==> src/rtl/arbiter_pkg.sv <==
// -----------------------------------------------------------------------------
// arbiter_pkg
// Shared types and defaults for the weighted round-robin arbiter.
//   arb_state_e : two-state arbiter FSM encoding (idle / grant held)
//   ARB_NUM_REQ_DEFAULT, ARB_WEIGHT_W_DEFAULT : default parameter values
// -----------------------------------------------------------------------------
package arbiter_pkg;

    typedef enum logic {
        ARB_IDLE = 1'b0,
        ARB_BUSY = 1'b1
    } arb_state_e;

    localparam int ARB_NUM_REQ_DEFAULT  = 4;
    localparam int ARB_WEIGHT_W_DEFAULT = 4;

endpackage

==> src/rtl/weighted_rr_arbiter_rr_pick.sv <==
// -----------------------------------------------------------------------------
// rr_pick
// Combinational find-first-set starting at a rotating index, wrapping modulo N.
//   req   : request vector
//   start : index searched first (must be < N)
//   valid : at least one request present
//   idx   : first set request at start, start+1, ... (mod N); 0 when none
// -----------------------------------------------------------------------------
module rr_pick #(
    parameter int N  = 4,
    parameter int IW = (N > 1) ? $clog2(N) : 1
) (
    input  logic [N-1:0]  req,
    input  logic [IW-1:0] start,
    output logic          valid,
    output logic [IW-1:0] idx
);

    logic [N-1:0]  hit;
    logic [IW-1:0] cand [N];

    genvar gi;
    generate
        for (gi = 0; gi < N; gi++) begin : g_cand
            // start + offset can exceed N-1; an explicit compare keeps the wrap
            // correct for non-power-of-two N.
            logic [IW:0] sum;
            assign sum       = {1'b0, start} + (IW+1)'(gi);
            assign cand[gi]  = (sum >= (IW+1)'(N)) ? IW'(sum - (IW+1)'(N)) : IW'(sum);
            assign hit[gi]   = req[cand[gi]];
        end
    endgenerate

    // Scan from the farthest offset back to offset 0 so the nearest hit wins.
    always_comb begin
        valid = |hit;
        idx   = '0;
        for (int i = N - 1; i >= 0; i--) begin
            if (hit[i]) begin
                idx = cand[i];
            end
        end
    end

endmodule

==> src/rtl/weighted_rr_arbiter.sv <==
// -----------------------------------------------------------------------------
// weighted_rr_arbiter
// Weighted, transaction-locking round-robin arbiter. One requester is granted
// per transaction; the grant is held until the owner asserts last_i. A
// requester with weight w may win w+1 consecutive transactions before
// priority rotates past it.
//
// Ports
//   clk_i     : clock
//   arst_i    : asynchronous reset, active-high
//   allow_i   : a new arbitration may take place this cycle
//   req_i     : request vector
//   weight_i  : per-requester weight, [NUM_REQ-1:0][WEIGHT_W-1:0]
//   last_i    : owner's final cycle of the current transaction
//   gnt_o     : one-hot registered grant
//   gnt_idx_o : index of the granted requester (0 when idle)
//   busy_o    : a grant is held
//
// Optional feature (macro WRR_ABORT_EN): while a grant is held, the owner
// dropping its request ends the transaction as if last_i were asserted with
// its credit exhausted. Without the macro, req_i is ignored while busy.
// -----------------------------------------------------------------------------
module weighted_rr_arbiter
    import arbiter_pkg::*;
#(
    parameter int NUM_REQ  = ARB_NUM_REQ_DEFAULT,
    parameter int WEIGHT_W = ARB_WEIGHT_W_DEFAULT,
    localparam int IDX_W   = $clog2(NUM_REQ)
) (
    input  logic                               clk_i,
    input  logic                               arst_i,
    input  logic                               allow_i,
    input  logic [NUM_REQ-1:0]                 req_i,
    input  logic [NUM_REQ-1:0][WEIGHT_W-1:0]   weight_i,
    input  logic                               last_i,
    output logic [NUM_REQ-1:0]                 gnt_o,
    output logic [IDX_W-1:0]                   gnt_idx_o,
    output logic                               busy_o
);

    arb_state_e          state_reg,   state_next;
    logic [IDX_W-1:0]    rot_ptr_reg, rot_ptr_next;
    logic [WEIGHT_W-1:0] credit_reg,  credit_next;
    logic                fresh_reg,   fresh_next;
    logic [NUM_REQ-1:0]  gnt_reg,     gnt_next;
    logic [IDX_W-1:0]    gnt_idx_reg, gnt_idx_next;

    logic                pick_valid;
    logic [IDX_W-1:0]    pick_idx;
    logic                abort;

    rr_pick #(
        .N  (NUM_REQ),
        .IW (IDX_W)
    ) u_pick (
        .req   (req_i),
        .start (rot_ptr_reg),
        .valid (pick_valid),
        .idx   (pick_idx)
    );

`ifdef WRR_ABORT_EN
    // Owner withdrew its request: treat as an early, credit-exhausting finish.
    assign abort = (state_reg == ARB_BUSY) && !req_i[gnt_idx_reg];
`else
    assign abort = 1'b0;
`endif

    always_comb begin
        state_next   = state_reg;
        rot_ptr_next = rot_ptr_reg;
        credit_next  = credit_reg;
        fresh_next   = fresh_reg;
        gnt_next     = gnt_reg;
        gnt_idx_next = gnt_idx_reg;

        case (state_reg)
            ARB_IDLE: begin
                if (allow_i && pick_valid) begin
                    state_next   = ARB_BUSY;
                    gnt_next     = NUM_REQ'(1) << pick_idx;
                    gnt_idx_next = pick_idx;
                    // A new turn starts when the previous turn ended or when the
                    // pointer holder was skipped; only then is the weight sampled.
                    if (fresh_reg || (pick_idx != rot_ptr_reg)) begin
                        credit_next  = weight_i[pick_idx];
                        fresh_next   = 1'b0;
                        rot_ptr_next = pick_idx;
                    end
                end
            end
            ARB_BUSY: begin
                if (last_i || abort) begin
                    state_next   = ARB_IDLE;
                    gnt_next     = '0;
                    gnt_idx_next = '0;
                    if ((credit_reg == '0) || abort) begin
                        rot_ptr_next = (gnt_idx_reg == IDX_W'(NUM_REQ - 1))
                                       ? '0 : gnt_idx_reg + IDX_W'(1);
                        fresh_next   = 1'b1;
                    end else begin
                        credit_next  = credit_reg - WEIGHT_W'(1);
                    end
                end
            end
            default: begin
                state_next = ARB_IDLE;
            end
        endcase
    end

    always_ff @(posedge clk_i or posedge arst_i) begin
        if (arst_i) begin
            state_reg   <= ARB_IDLE;
            rot_ptr_reg <= '0;
            credit_reg  <= '0;
            fresh_reg   <= 1'b1;
            gnt_reg     <= '0;
            gnt_idx_reg <= '0;
        end else begin
            state_reg   <= state_next;
            rot_ptr_reg <= rot_ptr_next;
            credit_reg  <= credit_next;
            fresh_reg   <= fresh_next;
            gnt_reg     <= gnt_next;
            gnt_idx_reg <= gnt_idx_next;
        end
    end

    assign busy_o    = (state_reg == ARB_BUSY);
    assign gnt_o     = gnt_reg;
    assign gnt_idx_o = gnt_idx_reg;

endmodule
==> config.mk <==
export PLATFORM = sky130hd
export DESIGN_NAME = weighted_rr_arbiter
export DESIGN_NICKNAME = d
export VERILOG_FILES = /design/src/rtl/arbiter_pkg.sv /design/src/rtl/weighted_rr_arbiter_rr_pick.sv /design/src/rtl/weighted_rr_arbiter.sv
export SDC_FILE = /design/constraint.sdc
export NUM_CORES = 1
export LEC_CHECK = 0
export ABC_CLOCK_PERIOD_IN_PS = 4000
export BUFFER_PORTS_ARGS = -buffer_cell sky130_fd_sc_hd__buf_2
export CAP_MARGIN = 25
export CORE_UTILIZATION = 30
export CTS_BUF_LIST = sky130_fd_sc_hd__clkbuf_16
export DETAILED_ROUTE_END_ITERATION = 8
export PLACE_DENSITY = 0.57
export SLEW_MARGIN = 20
export SYNTH_ARGS = -nofsm -noshare
export SYNTH_HDL_FRONTEND = slang
export SYNTH_HIERARCHICAL = 1
export SYNTH_SLANG_ARGS = --single-unit
export TNS_END_PERCENT = 20
==> constraint.sdc <==
create_clock -name clk_i -period 4 [get_ports clk_i]
set_clock_uncertainty 0.1 [all_clocks]
set_input_delay 0.6 -clock clk_i [delete_from_list [all_inputs] [get_ports clk_i]]
set_output_delay 0.6 -clock clk_i [all_outputs]
set_load 0.05 [all_outputs]
After elaboration in Yosys (flattened, before gate mapping)
Cells that the tools add are included.
{ "op_classes": {"n_mux": 43, "n_reduce_logical": 7, "n_div": 0, "n_shift": 1, "add_sub_neg": 9, "mul": 0, "eq_ne": 7, "order_cmp": 9, "bitwise": 1} }
{ "ops": {"columns": ["operator", "count"], "rows": [
  ["$mux W2", 15],
  ["$mux W4", 7],
  ["$pmux W4 S2", 2],
  ["$lt A2 B3 Y1 const B", 5],
  ["$mux W1", 10],
  ["$ge A3 B3 Y1 const B", 3],
  ["$bmux W1 S2", 4],
  ["$bmux W4 S2", 1],
  ["$ne A2 B2 Y1 const B", 4],
  ["$pmux W2 S2", 2],
  ["$reduce_and A4 Y1", 2],
  ["$sub A2 B1 Y2 const B", 4],
  ["$add A2 B2 Y3 const B", 2],
  ["$logic_not A4 Y1", 1],
  ["$pmux W1 S2", 2],
  ["$reduce_or A4 Y1", 1],
  ["$shl A1 B2 Y4 const A", 1],
  ["$sub A4 B1 Y4 const B", 1],
  ["$add A2 B1 Y3 const B", 1],
  ["$ge A2 B3 Y1 const B", 1],
  ["$add A2 B1 Y2 const B", 1],
  ["$eq A2 B2 Y1 const B", 1],
  ["$ne A2 B1 Y1 const B", 1],
  ["$ne A2 B2 Y1", 1],
  ["4 further kinds", 4]
]} }
{ "word_totals": {"wordCells": 83, "out_inout_bits": 7, "ramBits": 0, "reg_bits": 14, "mem_count": 0, "romBits": 0, "latchBits": 0} }

Depth between registers and ports, before layout
Gate-level depths: netlist of run 1.
{ "logic_depth": {"ltp_word": 14, "depth_mapped": 8, "depth_no_buf": 7} }

Cells and area by module
The synthesis of run 1 kept the hierarchy.
{ "modules_own_cells": {"columns": ["mod", "cells_each", "area_per_inst_um2", "instances"], "rows": [
  ["weighted_rr_arbiter", 80, 878.3, 1],
  ["rr_pick", 13, 77.6, 1]
]} }

Worst setup path after synthesis of run 1
OpenSTA, ideal clock, no wires.
{ "synth_timing": {"path_type": "in2reg", "start": "input port req_i[3]", "end": "register rot_ptr_reg[0]", "setup_slack_ps": 1660, "setup_time_ps": 125, "t_arrival_ps": 2115, "cell_stages": 8, "required_time_ps": 3775, "cell_sequence": "nand2b_1 > a211oi_1 > nor2_1 > buf_4 > xor2_2 > nor4_2 > o21bai_1 > mux2_2"} }
{ "synth_between": {"elab_chain_cells": 10, "elab_cells_between_ends": 22, "classes_between": "3 x eq/ne; 15 x mux; 4 x reduce/logical"} }
{ "synth_rtl": {"columns": ["element", "line_no", "text"], "rows": [
  ["start, declared", "weighted_rr_arbiter.sv:33", "input logic [NUM_REQ-1:0] req_i,"],
  ["$bmux W1 S2", "weighted_rr_arbiter_rr_pick.sv:30", "assign hit[gi] = req[cand[gi]];"],
  ["$mux W1 (not written as such)", "weighted_rr_arbiter_rr_pick.sv:30", null],
  ["$mux W2 (3 in series)", "weighted_rr_arbiter_rr_pick.sv:39", "if (hit[i]) begin"],
  ["$mux W2 *", "weighted_rr_arbiter_rr_pick.sv:39", null],
  ["named net pick_idx[1]", "weighted_rr_arbiter.sv:49", "logic [IDX_W-1:0] pick_idx;"],
  ["$ne A2 B2 Y1 *", "weighted_rr_arbiter.sv:85", "if (fresh_reg || (pick_idx != rot_ptr_reg)) begin"],
  ["$logic_or A1 B1 Y1 *", "weighted_rr_arbiter.sv:85", null],
  ["$ne A2 B2 Y1 (no source line) *", null, null],
  ["$reduce_and A4 Y1 (no source line) *", null, null],
  ["end signal, assigned", "weighted_rr_arbiter.sv:122", "rot_ptr_reg <= rot_ptr_next;"],
  ["end, declared", "weighted_rr_arbiter.sv:42", "logic [IDX_W-1:0] rot_ptr_reg, rot_ptr_next;"]
]} }
The timed path passes the listed nets; every way through them passes the cells marked *. The select of a mux whose other input is x is not followed.
A chain may end at the register's enable or synchronous reset.

Worst setup path after layout of run 1
{ "layout_timing": {"start": "register rot_ptr_reg[1]", "end": "register rot_ptr_reg[0]"} }
{ "layout_between": {"elab_chain_cells": 13, "elab_cells_between_ends": 37, "classes_between": "7 x add/sub; 4 x order compare; 3 x eq/ne; 19 x mux; 4 x reduce/logical"} }
{ "layout_rtl": {"columns": ["element", "line_no", "text"], "rows": [
  ["$add A2 B2 Y3", "weighted_rr_arbiter_rr_pick.sv:28", "assign sum = {1'b0, start} + (IW+1)'(gi);"],
  ["$ge A3 B3 Y1 or $sub A2 B1 Y2 (tied branches)", "weighted_rr_arbiter_rr_pick.sv:29", "assign cand[gi] = (sum >= (IW+1)'(N)) ? IW'(sum - (IW+1)'(N)) : IW'(sum);"],
  ["$mux W2", "weighted_rr_arbiter_rr_pick.sv:29", null],
  ["$bmux W1 S2", "weighted_rr_arbiter_rr_pick.sv:30", null],
  ["$mux W1 (not written as such)", "weighted_rr_arbiter_rr_pick.sv:30", null],
  ["$mux W2 (3 in series)", "weighted_rr_arbiter_rr_pick.sv:39", null],
  ["$mux W2 *", "weighted_rr_arbiter_rr_pick.sv:39", null],
  ["named net pick_idx[0]", "weighted_rr_arbiter.sv:49", null],
  ["$ne A2 B2 Y1", "weighted_rr_arbiter.sv:85", null],
  ["$logic_or A1 B1 Y1", "weighted_rr_arbiter.sv:85", null],
  ["$ne A2 B2 Y1 (no source line)", null, null],
  ["$reduce_and A4 Y1 (no source line)", null, null]
]} }
Marks and branches as above.

==> impl_metrics.yaml, run 1 <==
status:
  outcome: "complete, no violations"
logic_synthesis:
  ys_top_cells_by_area: "sky130_fd_sc_hd__dfrtp_1 34%, sky130_fd_sc_hd__mux4_1 11%, sky130_fd_sc_hd__nand3_1 3.7%"
  post_synth_instance_area_sq_um: 955.9
  synth-seq-area-share: 0.3678
  synth_top_area_frac: 0.3403
  synthesis.yosys.warnings: 6
  yosys.area_share.xor_xnor: 0.03403
  ys_dominant_reg_cell: "sky130_fd_sc_hd__dfrtp_1"
  syn_nets: 119
  synthSimpleGateAreaFrac: 0.2003
  synthCells: 93
  synth_enable_flop_cells: 0
  post_synthesis_adder_cell_area_fraction: 0.02618
  synth_most_common_cell: "sky130_fd_sc_hd__dfrtp_1"
  synth-seq-cells: 14
  synth_mux_area_frac: 0.1440
  post_synth.cell_area_avg_sq_um: 10.28
  synth.lib_cells_used.distinct: 37
  synth_async_reset_ratio: 1.000
  yosys.area.top_type: "sky130_fd_sc_hd__dfrtp_1"
  synth_top_cells_by_count: "13 x sky130_fd_sc_hd__dfrtp_1, 8 x sky130_fd_sc_hd__nor2_1, 7 x sky130_fd_sc_hd__nand3_1, 7 x sky130_fd_sc_hd__o21ai_0, 6 x sky130_fd_sc_hd__nand2_1"
  synth_top_family_by_area: "simple AND/OR/NAND/NOR gates"
  compound_gate_portion_of_the_synthesized_area: 0.1741
floorplan:
  fp.coreArea_sq_um: 3028
  top_level_ports: 31
  chipWidth_um: 58.45
  fp.dieH_um: 58.45
  die_area_sq_um: 3416
  start_util: 0.3157
  rows: 20
global_route:
  grt.overflow.total: 0
  grt_total_usage: 0.1509
  first_global_vias: 889
  largest_net_degree_at_the_start_of_global_routing: 15
  global_route_wire_length_before_repair_um: 3850
  antenna_found_initial: 0
critical_path:
  crit_required_ns: 4.03
  path_max_fanout: 8
  path_class: "reg -> reg"
  sort_of_element_at_the_end_of_the_critical_path: "register"
  startpoint_type: "register"
  cp.arrival_ns: 2.57
timing:
  worst_margin_pin_slew_ns: 0.5466
  maxClockFrequency_mhz: 393.6
  final-setup-viol-count: 0
  final_period_minus_worst_setup_slack_ns: 2.540
  final-max-slew-violation-count: 0
  setup_repair_after_global_routing_missed_its_margin: "false"
  hold_violations: 0
  worst_slew_margin_rel: 0.6352
  setup-tns-final_ns: 0
  timing.final.crit_share: 0.6351
finish:
  diodes: 0
  final_non_filler_cells: 169
  syn_to_final_growth_pct: 28.27
  drive_above_1_share: 0.3600
  design.final.nets: 152
clock_tree:
  clk-insertion-delay-late_ns: 0.25
  cts.reportedPaths.clkPinSlew_ns: 0.05
  cts-root-to-sink-buffers: 2
  h_tree_depth: 1
  cts.repair_timing.setup_buffer_count: 0
  tritoncts.num_buffers: 3
  tritoncts_num_sinks: 14
  holdBufCountCts: 0
  cts_tree: "built"
  clockRootBuffer: "sky130_fd_sc_hd__clkbuf_16"
  cts_resized: 0
detailed_routing:
  first_pass_iters: 4
  wl_per_cell_um: 13.59
  first_iter_violations: 22
  via_count: 861
  drt_wl_total_um: 2296
  drc_errors: 0
  ant_nets: 0
  viasPerCell: 5.095
run:
  max-cap-violations: 0
place:
  routability_congestion_estimate: 0.8472
  place_inst: 165
  detailedPlacementHpwl_um: 1739
  io_buffer_count: 30
power:
  vdd_drop_max_mv: 0.2992
  power.leakage_nw: 0.5784
  power_density_nw_per_um2: 686.6
hold_path:
  timing.hold.worst.class: "in -> async"
-- logic make-up after synthesis --
logic type	Yosys count
multiplexers	7
XOR/XNOR	2
AO/OA/AOI/OAI	22
adder cells (fa/ha/maj)	2
flip-flops	14
AND/OR/NAND/NOR	36
buffers and inverters	10
-- where the power goes --
part	switching, mW	internal, mW
clock	0.0593	0.132
sequential	0.0610	0.196
combinational	0.227	0.166
total	0.347	0.495
-- layer usage --
| metal | wire, um | track usage | up-vias |
|---|---|---|---|
| li1 | - | - | 413 |
| met1 | 986 | 0.1944 | 405 |
| met2 | 1146 | 0.2496 | 38 |
| met3 | 109 | 0.01319 | 5 |
| met4 | 54 | 0.08503 | 0 |
| met5 | 0 | 0 | - |
-- worst paths after layout --
check	slack, ns	end	start	cells past startpoint
worst max register to register	1.46	rot_ptr_reg[0]$_DFFE_PP0P_	rot_ptr_reg[1]$_DFFE_PP0P_	8
max in group asynchronous	3.13	fresh_reg$_DFFE_PP1P_	arst_i	2
worst min-delay path	0.30	rot_ptr_reg[1]$_DFFE_PP0P_	arst_i	2
worst min register to register	0.40	gnt_o[2]$_DFFE_PP0P_	gnt_o[2]$_DFFE_PP0P_	2
worst max-delay path	1.46	rot_ptr_reg[0]$_DFFE_PP0P_	rot_ptr_reg[1]$_DFFE_PP0P_	8
min in group clk_i	0.40	gnt_o[2]$_DFFE_PP0P_	gnt_o[2]$_DFFE_PP0P_	2
-- through the flow --
stage | total power [mW] | cell area [sq um] | setup WS (ns) | utilization | hold slack (ns)
5_1_grt | 0.9019 | 1226 | 1.359 | 0.4050 | 0.3412
6_report | 0.8419 | 1226 | 1.460 | 0.4050 | 0.3004
4_1_cts | 0.8474 | 1226 | 1.473 | 0.4050 | 0.3201
3_3_place_gp | 0.6407 | 1147 | 1.391 | 0.3789 | 0.3767
2_1_floorplan | 0.5616 | 955.9 | 1.660 | - | 0.3882
3_5_place_dp | 0.6504 | 1147 | 1.332 | 0.3789 | 0.3979
-- layout make-up --
class | instances | area (sq um)
Clock buffer | 3 | 75.07
Inverter | 6 | 22.52
Clock inverter | 1 | 3.754
Timing Repair Buffer | 32 | 165.2
Sequential cell | 14 | 351.6
Tap cell | 44 | 55.05
Fill cell | 306 | 1802
Multi-Input combinational cell | 69 | 553.0
-- worst max-delay path, stage by stage (launching register included) --
cell and delay, ns:
sky130_fd_sc_hd__dfrtp_1 0.47, sky130_fd_sc_hd__nand2b_1 0.19, sky130_fd_sc_hd__a21oi_1 0.20, sky130_fd_sc_hd__a211oi_2 0.05, sky130_fd_sc_hd__buf_4 0.18, sky130_fd_sc_hd__xor2_2 0.15
sky130_fd_sc_hd__nor4_2 0.48, sky130_fd_sc_hd__o21bai_1 0.23, sky130_fd_sc_hd__mux2_2 0.36
-- cell usage in the layout, fill, tap and decap left out, types with 2 or more instances in the layout --
cell	instances
sky130_fd_sc_hd__buf_2	30
sky130_fd_sc_hd__dfrtp_1	13
sky130_fd_sc_hd__nor2_1	8
sky130_fd_sc_hd__o21ai_0	7
sky130_fd_sc_hd__nand3_1	7
sky130_fd_sc_hd__nand2_1	6
sky130_fd_sc_hd__inv_1	5
sky130_fd_sc_hd__o31ai_1	4
sky130_fd_sc_hd__mux4_1	4
sky130_fd_sc_hd__nor3_1	4
sky130_fd_sc_hd__clkbuf_16	3
sky130_fd_sc_hd__xor2_2	2
sky130_fd_sc_hd__mux2_2	2
sky130_fd_sc_hd__clkinv_1	2
sky130_fd_sc_hd__or3_1	2
sky130_fd_sc_hd__a21oi_1	2
sky130_fd_sc_hd__ha_1	2
sky130_fd_sc_hd__buf_4	2
sky130_fd_sc_hd__nand2b_1	2
No activity file was read; power rests on OpenSTA's default activity.
==> run 2, diff against run 1 <==
--- a/config.mk
+++ b/config.mk
@@ -5,7 +5,7 @@
 export SDC_FILE = /design/constraint.sdc
 export NUM_CORES = 1
 export LEC_CHECK = 0
-export ABC_CLOCK_PERIOD_IN_PS = 4000
+export ABC_CLOCK_PERIOD_IN_PS = 2400
 export BUFFER_PORTS_ARGS = -buffer_cell sky130_fd_sc_hd__buf_2
 export CAP_MARGIN = 25
 export CORE_UTILIZATION = 30
==> constraint.sdc (replaced) <==
create_clock -name clk_i -period 2.4 [get_ports clk_i]
set_clock_uncertainty 0.1 [all_clocks]
set_input_delay 0.36 -clock clk_i [delete_from_list [all_inputs] [get_ports clk_i]]
set_output_delay 0.36 -clock clk_i [all_outputs]
set_load 0.05 [all_outputs]
==> run 2 against run 1 <==
Register-to-register slack worse by 1.4 ns; global-route usage down 0.35 points; final area up 3.1%; critical path depth down 1; combinational power up 79%; utilization up 1.2 points; setup slack worse by 1.4 ns; sequential share of layout area down 0.65 points; first-iteration DRC count up 130%; highest routed layer unchanged.
==> impl_metrics.yaml, run 2 (synthesized netlist as in run 1, its figures left out) <==
status:
  outcome: "complete, no violations"
run:
  max-cap-violations: 0
detailed_routing:
  via_count: 857
  drc_errors: 0
  wl_per_cell_um: 12.56
  first_iter_violations: 51
  ant_nets: 0
  drt_wl_total_um: 2160
  viasPerCell: 4.983
  drt-met1-wl_um: 978
  route.top_layer_used: "met4"
  met2_length_um: 1032
  met3_wirelength_um: 93
  first_pass_iters: 6
global_route:
  antenna_found_initial: 0
  first_global_vias: 849
  largest_net_degree_at_the_start_of_global_routing: 15
  grt.overflow.total: 0
  grt_total_usage: 0.1474
  global_route_wire_length_before_repair_um: 3760
critical_path:
  path_class: "reg -> reg"
  critPathMaxStageDelay_ns: 0.58
  sort_of_element_at_the_end_of_the_critical_path: "register"
  cp.depth: 7
  cp.arrival_ns: 2.32
  startpoint_type: "register"
  path_max_fanout: 8
  cp_cell_sequence: "mux2i_1, a211oi_2, buf_6, mux4_1, nand2_1, nor3_1, a2111o_1"
  critical_path.top_delay_family: "multiplexers"
  crit_slowest_cell: "sky130_fd_sc_hd__mux4_1"
  reg2regPathDepth: 7
  worst-path-buf-inv: 1
  crit_required_ns: 2.42
clock_tree:
  cts.reportedPaths.clkPinSlew_ns: 0.05
  clk-insertion-delay-late_ns: 0.25
  tritoncts_num_sinks: 14
  tritoncts.num_buffers: 3
  clockRootBuffer: "sky130_fd_sc_hd__clkbuf_16"
  cts-root-to-sink-buffers: 2
  h_tree_depth: 1
  cts_tree: "built"
power:
  power.share.combinational: 0.485
  power.leakage_nw: 0.5932
  internal_power_mw: 0.8615
  net_switching_power_mw: 0.5918
  vdd_drop_max_mv: 0.5482
  power.clock.fraction: 0.221
  finalPower_mw: 1.453
  p_sw_frac: 0.4072
  power_density_nw_per_um2: 1150
  seq_power_share: 0.293
place:
  io_buffer_count: 30
  place_ws_ns: 0.02870
  detailedPlacementHpwl_um: 1649
  routability_congestion_estimate: 0.8748
floorplan:
  die_area_sq_um: 3416
  start_util: 0.3157
  rows: 20
  top_level_ports: 31
  chipWidth_um: 58.45
  fp.coreArea_sq_um: 3028
  fp.dieH_um: 58.45
timing:
  final-max-slew-violation-count: 0
  fin_ws_ns: 0.1011
  final_period_minus_worst_setup_slack_ns: 2.299
  worst_slew_margin_rel: 0.6388
  hold_violations: 0
  timing.final.crit_share: 0.9579
  final-setup-viol-count: 0
  maxClockFrequency_mhz: 435.0
  worst_margin_pin_slew_ns: 0.5412
finish:
  layout.filler_cells: 298
  most-common-layout-cells: "30 x sky130_fd_sc_hd__buf_2, 11 x sky130_fd_sc_hd__dfrtp_1, 8 x sky130_fd_sc_hd__nor2_1, 7 x sky130_fd_sc_hd__o21ai_0, 7 x sky130_fd_sc_hd__nand3_1"
  drive_above_1_share: 0.3906
  diodes: 0
  layout_commonest_cell: "sky130_fd_sc_hd__buf_2"
  design.final.nets: 155
  syn_to_final_growth_pct: 32.20
hold_path:
  timing.hold.worst.class: "in -> async"
==> run 2: final timing paths <==
kind | startpoint | slack, ns | to
worst max register to register | rot_ptr_reg[1]$_DFFE_PP0P_ | 0.10 | credit_reg[3]$_DFFE_PP0P_
worst min register to register | gnt_o[3]$_DFFE_PP0P_ | 0.39 | gnt_o[3]$_DFFE_PP0P_
worst max-delay path | rot_ptr_reg[1]$_DFFE_PP0P_ | 0.10 | credit_reg[3]$_DFFE_PP0P_
max in group asynchronous | arst_i | 1.76 | rot_ptr_reg[0]$_DFFE_PP0P_
worst min-delay path | arst_i | 0.05 | gnt_o[0]$_DFFE_PP0P_
min in group clk_i | last_i | 0.26 | busy_o$_DFF_PP0_
==> run 2: power by group through the flow <==
stage / Clock [mW] / Combinational [mW] / Sequential [mW]
floorplan: 0 / 0.417 / 0.519
global placement: 0 / 0.658 / 0.419
detailed placement: 0 / 0.665 / 0.422
CTS: 0.329 / 0.674 / 0.420
global route: 0.338 / 0.782 / 0.443
finish: 0.322 / 0.705 / 0.426
==> run 2: cell type report <==
cell class	count	area, sq um	area share
sequential	14	354.1	0.2802
multi-input combinational	69	561.8	0.4446
timing repair buffer	35	191.4	0.1515
tap	44	55.05	0.04356
clock buffer	3	75.07	0.05941
clock inverter	1	3.754	0.002970
inverter	6	22.52	0.01782
==> run 2: stage by stage <==
stage               instances  instance area, sq um  hold WS, ns    TNS, ns    util
CTS                       170                  1234      0.07995          0  0.4074
global route              172                  1264       0.1085  -0.001622  0.4174
floorplan                  93                 955.9       0.1485          0       -
detailed placement        166                  1155       0.3406          0  0.3814
global placement          166                  1155       0.3355          0  0.3814
finish                    172                  1264      0.04654          0  0.4174
==> run 2: per-layer routing <==
| layer | GRT usage | up-vias |
|---|---|---|
| li1 | - | 417 |
| met1 | 0.1858 | 397 |
| met2 | 0.2381 | 37 |
| met3 | 0.01538 | 6 |
| met4 | 0.1020 | 0 |
| met5 | 0 | - |
==> run 2: repair_timing <==
item / CTS / global route
endpoints found under the setup margin: 0 / 3
buffers inserted: 0 / 2
hold buffers: 0 / 0
gates resized for setup: 0 / 4
==> run 3, diff against run 2 <==
--- a/config.mk
+++ b/config.mk
@@ -8,6 +8,7 @@
 export ABC_CLOCK_PERIOD_IN_PS = 2400
 export BUFFER_PORTS_ARGS = -buffer_cell sky130_fd_sc_hd__buf_2
 export CAP_MARGIN = 25
+export CORE_MARGIN = 2
 export CORE_UTILIZATION = 30
 export CTS_BUF_LIST = sky130_fd_sc_hd__clkbuf_16
 export DETAILED_ROUTE_END_ITERATION = 8
==> constraint.sdc (replaced) <==
create_clock -name clk_i -period 2.4 [get_ports clk_i]
set_clock_uncertainty 0.1 [all_clocks]
set_input_delay 0.36 -clock clk_i [delete_from_list [all_inputs] [get_ports clk_i]]
set_output_delay 0.36 -clock clk_i [all_outputs]
set_load 0.02 [all_outputs]
==> run 3 against run 2 <==
Final area decreased by 1.3%; die area increased by 7.0%; global-route usage decreased by 1.9 points; routed wire length decreased by 1.3%; utilization decreased by 0.87 points; fmax increased by 0.50%; cell count decreased by 1.2%; sequential share of layout area increased by 0.26 points; highest routed layer unchanged.
==> impl_metrics.yaml, run 3 (synthesized netlist as in run 1, its figures left out) <==
clock_tree:
  cts.repair_timing.setup_buffer_count: 0
  h_tree_depth: 1
  tritoncts.num_buffers: 3
  cts_resized: 0
  holdBufCountCts: 0
  clockRootBuffer: "sky130_fd_sc_hd__clkbuf_16"
  cts.reportedPaths.clkPinSlew_ns: 0.05
  cts-root-to-sink-buffers: 2
  cts_tree: "built"
  tritoncts_num_sinks: 14
  clk-insertion-delay-late_ns: 0.24
power:
  power_density_nw_per_um2: 1081
  power.leakage_nw: 0.5847
  vdd_drop_max_mv: 0.3546
  finalPower_mw: 1.349
critical_path:
  path_max_fanout: 8
  sort_of_element_at_the_end_of_the_critical_path: "register"
  path_class: "reg -> reg"
  cp_cell_sequence: "mux2i_1, a211oi_2, buf_6, mux4_1, nand2_1, nor3_1, a2111o_1"
  crit_required_ns: 2.42
  cp.arrival_ns: 2.31
  critPathMaxStageDelay_ns: 0.55
  startpoint_type: "register"
  crit_slowest_cell: "sky130_fd_sc_hd__mux4_1"
  critical_path.top_delay_family: "multiplexers"
  regToRegSetupSlack_ns: 0.11
  worst-path-buf-inv: 1
global_route:
  global_route_wire_length_before_repair_um: 3450
  grt.overflow.total: 0
  first_global_vias: 811
  grt_total_usage: 0.1281
  antenna_found_initial: 0
  largest_net_degree_at_the_start_of_global_routing: 15
finish:
  layout.filler_cells: 320
  drive_above_1_share: 0.3730
  most-common-layout-cells: "30 x sky130_fd_sc_hd__buf_2, 12 x sky130_fd_sc_hd__dfrtp_1, 8 x sky130_fd_sc_hd__nor2_1, 7 x sky130_fd_sc_hd__o21ai_0, 7 x sky130_fd_sc_hd__nand3_1"
  area_taken_by_multi_input_logic_gates_sq_um: 561.8
  syn_to_final_growth_pct: 30.50
  diodes: 0
  design.final.nets: 153
  final-seq-area_sq_um: 352.8
  layout_commonest_cell: "sky130_fd_sc_hd__buf_2"
timing:
  hold_violations: 0
  final-setup-viol-count: 0
  maxClockFrequency_mhz: 437.2
  setup_repair_after_global_routing_missed_its_margin: "false"
  final-max-slew-violation-count: 0
  worst_slew_margin_rel: 0.6331
  setup-tns-final_ns: 0
  worst_margin_pin_slew_ns: 0.5498
  timing.final.crit_share: 0.9531
  final_period_minus_worst_setup_slack_ns: 2.287
floorplan:
  rows: 20
  fp.coreArea_sq_um: 3053
  die_area_sq_um: 3654
  start_util: 0.3131
  top_level_ports: 31
  fp.dieH_um: 60.45
  chipWidth_um: 60.45
detailed_routing:
  via_count: 838
  drc_errors: 0
  wl_per_cell_um: 12.54
  drt_wl_total_um: 2132
  first_iter_violations: 24
  viasPerCell: 4.929
  first_pass_iters: 4
  ant_nets: 0
place:
  detailedPlacementHpwl_um: 1698
  io_buffer_count: 30
  routability_congestion_estimate: 0.7826
hold_path:
  timing.hold.worst.class: "in -> async"
status:
  outcome: "complete, no violations"
run:
  max-cap-violations: 0
## run 3: cell count changes in the layout (fill, tap and decap cells not counted), sizes merged
cell	change
buf	-2
## run 3: layer usage
layer | up-vias | global-route usage | routed length, um
met5 | - | 0 | 0
met4 | 0 | 0.05590 | 11
met3 | 2 | 0.01919 | 100
met2 | 25 | 0.2127 | 1013
met1 | 396 | 0.1669 | 1007
li1 | 415 | - | -
## run 3: area by class of cell
cell class | count | share of cell area
multi-input combinational | 69 | 0.4503
sequential | 14 | 0.2828
timing repair buffer | 33 | 0.1414
clock buffer | 3 | 0.06018
tap | 44 | 0.04413
inverter | 6 | 0.01805
clock inverter | 1 | 0.003009
## run 3: worst register-to-register path, delay by kind of cell (launching register included)
family / cells / cell delay (ns)
AOI/OAI and AO/OA: 2 / 0.60
buffers and inverters: 1 / 0.18
DFF: 1 / 0.43
muxes: 2 / 0.71
and+or+nand+nor: 2 / 0.15
## run 3: worst paths after layout
kind,endpoint,depth (start not counted),startpoint
min in group clk_i,busy_o$_DFF_PP0_,2,last_i
worst max register to register,credit_reg[3]$_DFFE_PP0P_,7,rot_ptr_reg[1]$_DFFE_PP0P_
max in group asynchronous,rot_ptr_reg[0]$_DFFE_PP0P_,2,arst_i
worst max-delay path,credit_reg[3]$_DFFE_PP0P_,7,rot_ptr_reg[1]$_DFFE_PP0P_
worst min register to register,gnt_o[1]$_DFFE_PP0P_,2,gnt_o[1]$_DFFE_PP0P_
worst min-delay path,gnt_o[3]$_DFFE_PP0P_,2,arst_i
## run 3: report_power, final
| group | leakage [nW] | switching [mW] | internal, mW |
|---|---|---|---|
| Sequential | 0.172 | 0.0962 | 0.330 |
| Combinational | 0.374 | 0.315 | 0.295 |
| Clock | 0.0385 | 0.0933 | 0.220 |
## run 3: stage by stage
stage          hold WS, ns  instances  instance area, sq um  setup WS (ns)    util
2_1_floorplan       0.1485         93                 955.9         0.1899       -
3_3_place_gp        0.3309        166                  1155         0.1009  0.3783
3_5_place_dp        0.3360        166                  1155        0.03204  0.3783
4_1_cts            0.07622        170                  1234       0.003989  0.4041
5_1_grt             0.1062        170                  1247       0.003677  0.4086
6_report           0.05725        170                  1247         0.1125  0.4086
